### src/rtl/stream_mux_pkg.sv
// Shared types and the round-robin pick function for the stream_mux_rr block.
// Supports up to MAX_CH input channels; the fixed-priority build
// (STREAM_MUX_FIXED_PRIO_EN) reuses rr_pick with a pointer of N_CH-1.
package stream_mux_pkg;

    localparam int MAX_CH   = 32;
    localparam int MAX_CH_W = 5;

    typedef enum logic {
        IDLE   = 1'b0,
        LOCKED = 1'b1
    } state_t;

    typedef struct packed {
        logic                found;
        logic [MAX_CH_W-1:0] idx;
    } pick_t;

    // First set bit of 'valid' searching upward from ptr+1 with wrap at n_ch.
    function automatic pick_t rr_pick(input logic [MAX_CH-1:0] valid,
                                      input int unsigned       ptr,
                                      input int unsigned       n_ch);
        pick_t               r;
        logic [MAX_CH_W-1:0] c;
        r = '0;
        for (int unsigned k = 1; k <= MAX_CH; k++) begin
            c = MAX_CH_W'((ptr + k) % n_ch);
            if (k <= n_ch && !r.found && valid[c]) begin
                r.found = 1'b1;
                r.idx   = c;
            end
        end
        return r;
    endfunction

endpackage

### src/rtl/rr_arbiter.sv
// Combinational round-robin arbiter: grants the first valid channel after ptr.
module rr_arbiter
    import stream_mux_pkg::*;
#(
    parameter  int N_CH = 4,
    localparam int CH_W = $clog2(N_CH)
) (
    input  logic [N_CH-1:0] valid,
    input  logic [CH_W-1:0] ptr,
    output logic            found,
    output logic [CH_W-1:0] grant
);

    pick_t pick;
    logic  unused_idx_bits;

    // Search the valid vector starting just after the last winner.
    always_comb begin
        pick = rr_pick(MAX_CH'(valid), 32'(ptr), 32'(N_CH));
    end

    assign found           = pick.found;
    assign grant           = pick.idx[CH_W-1:0];
    assign unused_idx_bits = ^pick.idx;

endmodule

### src/rtl/stream_mux_rr.sv
// N-channel packet-locking stream multiplexer with one registered output stage.
// Default build arbitrates round-robin between packets; defining
// STREAM_MUX_FIXED_PRIO_EN makes the idle arbiter fixed priority (lowest index)
// and removes the round-robin pointer.
module stream_mux_rr
    import stream_mux_pkg::*;
#(
    parameter  int WIDTH = 8,
    parameter  int N_CH  = 4,
    localparam int CH_W  = $clog2(N_CH)
) (
    input  logic                  clk,
    input  logic                  rst_n,
    input  logic [N_CH-1:0]       in_valid,
    output logic [N_CH-1:0]       in_ready,
    input  logic [N_CH*WIDTH-1:0] in_data,
    input  logic [N_CH-1:0]       in_last,
    output logic                  out_valid,
    input  logic                  out_ready,
    output logic [WIDTH-1:0]      out_data,
    output logic                  out_last,
    output logic [CH_W-1:0]       out_ch
);

    state_t            state;
    state_t            state_nxt;
    logic [CH_W-1:0]   lock_ch;
    logic [CH_W-1:0]   idle_grant;
    logic              idle_found;
    logic [CH_W-1:0]   grant;
    logic              grant_vld;
    logic              load;
    logic              xfer;
    logic [WIDTH-1:0]  sel_data;
    logic              sel_last;
    logic              sel_valid;

    assign load = !out_valid || out_ready;
    assign xfer = load && grant_vld && sel_valid;

`ifdef STREAM_MUX_FIXED_PRIO_EN
    pick_t fixed_pick;
    logic  unused_fixed_bits;

    // Fixed priority: searching from N_CH-1 upward means channel 0 is checked first.
    always_comb begin
        fixed_pick = rr_pick(MAX_CH'(in_valid), 32'(N_CH - 1), 32'(N_CH));
    end

    assign idle_found        = fixed_pick.found;
    assign idle_grant        = fixed_pick.idx[CH_W-1:0];
    assign unused_fixed_bits = ^fixed_pick.idx;
`else
    logic [CH_W-1:0] rr_ptr;

    rr_arbiter #(.N_CH(N_CH)) u_arb (
        .valid (in_valid),
        .ptr   (rr_ptr),
        .found (idle_found),
        .grant (idle_grant)
    );

    // Remember the channel whose packet just finished so it goes to the back of the line.
    always_ff @(posedge clk or negedge rst_n) begin
        if (!rst_n) begin
            rr_ptr <= CH_W'(N_CH - 1);
        end else if (xfer && sel_last) begin
            rr_ptr <= grant;
        end
    end
`endif

    // State register for the packet lock.
    always_ff @(posedge clk or negedge rst_n) begin
        if (!rst_n) begin
            state <= IDLE;
        end else begin
            state <= state_nxt;
        end
    end

    // Lock after a non-final beat, unlock after the final one.
    always_comb begin
        state_nxt = state;
        case (state)
            IDLE:    if (xfer && !sel_last) state_nxt = LOCKED;
            LOCKED:  if (xfer && sel_last)  state_nxt = IDLE;
            default: state_nxt = IDLE;
        endcase
    end

    // Grant comes from the arbiter when idle and is pinned to lock_ch when locked.
    always_comb begin
        grant     = idle_grant;
        grant_vld = idle_found;
        if (state == LOCKED) begin
            grant     = lock_ch;
            grant_vld = 1'b1;
        end
    end

    // Route the granted channel and raise its ready when the output stage can load.
    always_comb begin
        in_ready  = '0;
        sel_data  = '0;
        sel_last  = 1'b0;
        sel_valid = 1'b0;
        for (int i = 0; i < N_CH; i++) begin
            if (grant == CH_W'(i)) begin
                sel_data    = in_data[i*WIDTH +: WIDTH];
                sel_last    = in_last[i];
                sel_valid   = in_valid[i];
                in_ready[i] = load && grant_vld;
            end
        end
    end

    // Capture which channel owns the packet when its first beat moves.
    always_ff @(posedge clk or negedge rst_n) begin
        if (!rst_n) begin
            lock_ch <= '0;
        end else if (state == IDLE && xfer && !sel_last) begin
            lock_ch <= grant;
        end
    end

    // Output register: load on an input transfer, otherwise drain when downstream takes it.
    always_ff @(posedge clk or negedge rst_n) begin
        if (!rst_n) begin
            out_valid <= 1'b0;
            out_data  <= '0;
            out_last  <= 1'b0;
            out_ch    <= '0;
        end else if (xfer) begin
            out_valid <= 1'b1;
            out_data  <= sel_data;
            out_last  <= sel_last;
            out_ch    <= grant;
        end else if (out_ready) begin
            out_valid <= 1'b0;
        end
    end

endmodule
### config.mk
export PLATFORM = sky130hd
export DESIGN_NAME = stream_mux_rr
export DESIGN_NICKNAME = d
export VERILOG_FILES = /design/src/rtl/stream_mux_pkg.sv /design/src/rtl/rr_arbiter.sv /design/src/rtl/stream_mux_rr.sv
export SDC_FILE = /design/constraint.sdc
export NUM_CORES = 1
export LEC_CHECK = 0
export BUFFER_PORTS_ARGS = -buffer_cell sky130_fd_sc_hd__clkbuf_2
export CORE_UTILIZATION = 30
export DETAILED_ROUTE_END_ITERATION = 7
export PLACE_DENSITY = 0.6
export SKIP_CTS_REPAIR_TIMING = 1
export SYNTH_ARGS = -nofsm -noshare
export SYNTH_HDL_FRONTEND = slang
export SYNTH_SLANG_ARGS = --single-unit
### constraint.sdc
create_clock -name clk -period 4.4 [get_ports clk]
set_input_delay 1.32 -clock clk [delete_from_list [all_inputs] [get_ports clk]]
set_output_delay 1.32 -clock clk [all_outputs]
set_load 0.03 [all_outputs]
==> run metrics <==
data arrival time of the worst path 2.75 ns; Worst setup SP type input port; antenna cells 0; R2R depth 8; share of layout cells above drive strength 1 between 50% and 60%; peak supply drop about 310 uV; First DRT Iteration DRCs 65; Max-cap violations 0; Clock Sinks 17; Clock Latency Late Sink between 0.2 and 0.3 ns; Finished Core Util a little over two fifths; GPL Wtd Cong 0.822; Syn Std Cell Area 1180 um^2; initial antenna violation count 0; worst setup path startpoint in_valid[3]; Syn. warnings 0; Final Hold Fails 0; Leak slightly above 0.8 nW; period utilization 92.4%; P&R area growth vs syn 34.6%; CTS clock-pin slew for the worst setup and hold paths around 0.070 ns; die width ~65 um; Total GRT Usage between 10 and 15%; Final Skew about 0.0034 ns; clk root buf clkbuf_8; first-pass GRT wire length 4740 um; Pwr Total between 1 and 1.5 mW; Final setup viols 0; Final #Nets 210; CTS max path bufs 2; number of distinct library cells after synthesis 32; Worst setup EP type output port; core area roughly 3700 um^2; Initial Util around a third; HP Class reg -> reg; Routed WL per cell about 13 um; crit path kind in -> out; status complete, no violations; pin count of the biggest net entering global routing 19; FF-to-FF Start rr_ptr[1]; R2R Path End out_data[0]; Synth Net Count 147; DR DRC count 0; max frequency around 250 MHz; die area between 4000 and 5000 um^2; Seq/Total Area, Yosys a little over a third; setup tns final 0 ns; Required @ worst endpoint 3.08 ns; CTS tree done; Worst Hold Depth 1; via count of the routed design ~1100; RSZ-0062 raised after global routing false; internal reg-to-reg setup slack between 1.5 and 2 ns; DRT antenna net count 0; Detail Placement HPWL approximately 2200 um; Die H between 60 and 70 um; router iterations before antenna repair 4; Worst slew margin between 70% and 80%; H-tree depth 1; Max Slew Vio Count 0; vias in the first global route approximately 1100; Vias/cell approximately 5; FF+latch count, synth 17; Mean Syn Cell Area roughly 11 um^2; Mapped Cells 104; Final min period approximately 4.1 ns; end point of the critical path in_ready[2]; Port Buffers 58; worst slew pin tran 0.448 ns; num ports a little under 60; crit path max fanout 5; num rows 22; Inserted Clock Buffers 3; routed wire length around 2700 um; cell area power density between 800 and 900 nW/um^2; gr ovfl total 0
## report_power, final
part | switching [mW] | internal, mW | leakage [nW]
clock | 0.0545 | 0.0628 | 0.0255
sequential | 0.0579 | 0.249 | 0.196
combinational | 0.494 | 0.415 | 0.602
total | 0.607 | 0.727 | 0.823
## per-stage QoR
| step | cells | area (um^2) | worst slack (ns) | hold slack, ns |
|---|---|---|---|---|
| floorplan | 104 | 1190 | 0.0924 | 0.472 |
| global placement | 210 | 1550 | 0.364 | 0.474 |
| detailed placement | 210 | 1550 | 0.336 | 0.480 |
| CTS | 214 | 1600 | 0.332 | 0.500 |
| global route | 214 | 1600 | 0.193 | 0.515 |
| finish | 214 | 1600 | 0.335 | 0.494 |
## layout make-up
class,count,area [um^2]
Fill cell,372,2120
Multi-Input combinational cell,78,718
Sequential cell,17,428
Timing Repair Buffer,63,328
Tap cell,48,60.1
Clock buffer,3,41.3
Inverter,4,15.0
Clock inverter,1,5.00
## cell usage after synthesis
cell,n,area share [%]
nor3_1,4,1.7
mux2_1,7,6.7
a221o_1,1,0.84
o41a_1,1,0.95
mux2_4,3,3.8
and2_1,1,0.53
o2111a_1,1,0.95
o211a_4,1,1.5
buf_6,1,0.95
o41ai_4,1,2.3
inv_1,4,1.3
a21oi_1,4,1.7
and3_1,2,1.1
a22oi_1,1,0.63
a21bo_2,1,0.84
mux4_2,1,1.9
mux2i_1,24,20
o21ba_2,1,0.84
nand2_1,3,0.95
nor2_1,2,0.63
mux2_2,4,3.8
o21ai_0,5,2.1
o21bai_1,2,1.3
clkbuf_1,2,0.63
or4_1,1,0.63
or3_1,1,0.53
buf_2,2,0.84
dfrtp_1,15,32
or3_4,1,0.95
dfstp_2,2,4.4
nand2b_1,4,2.1
and3b_1,1,0.74
## state kept, by name (all words and copies together) (netlist names), named ones only
| register | flops |
|---|---|
| out_valid | 1 |
| rr_ptr | 2 |
| lock_ch | 2 |
| out_ch | 2 |
| out_last | 1 |
| out_data | 8 |
## routing by layer
metal / vias to the layer above / GRT usage (%) / routed length [um]
met2: 48 / 23.8 / 1240
met4: 0 / 8.89 / 65
met1: 505 / 18.4 / 1240
li1: 509 / - / -
met5: - / 0 / 0
met3: 6 / 2.46 / 175
## critical path: stages
cell and delay [ns]:
clkbuf_2 0.11, a21bo_2 0.19, a21oi_1 0.07, or3_1 0.40
o21ai_0 0.16, buf_4 0.16, and3_1 0.14, clkbuf_2 0.20
## how the worst min path moves through the flow
stage	start	end	slack, ns
after global placement	out_ch[1]	out_ch[1]	0.47
after detailed placement	out_data[0]	out_data[0]	0.48
final	out_ch[1]	out_ch[1]	0.49
after CTS	out_data[6]	out_data[6]	0.50
after floorplan	lock_ch[0]	lock_ch[0]	0.47
after global routing	out_ch[1]	out_ch[1]	0.51
## cell families after synthesis
group | count (synthesis) | share of synthesized area (%)
mux | 39 | 36.4
simple gates | 20 | 9.82
flops | 17 | 36.1
buf+inv | 9 | 3.70
compound gates | 19 | 13.9
## placed cells by master (no fill, tap or decap), types with 2 or more instances in the layout
master / instances
a21oi_1: 4
and3_1: 2
buf_4: 5
clkbuf_2: 58
clkbuf_8: 3
dfrtp_1: 15
dfstp_2: 2
inv_1: 4
mux2_1: 7
mux2_2: 4
mux2_4: 3
mux2i_1: 24
nand2_1: 3
nand2b_1: 4
nor2_1: 2
nor3_1: 3
o21ai_0: 5
o21bai_1: 2
No activity file was read; power rests on OpenSTA's default activity.
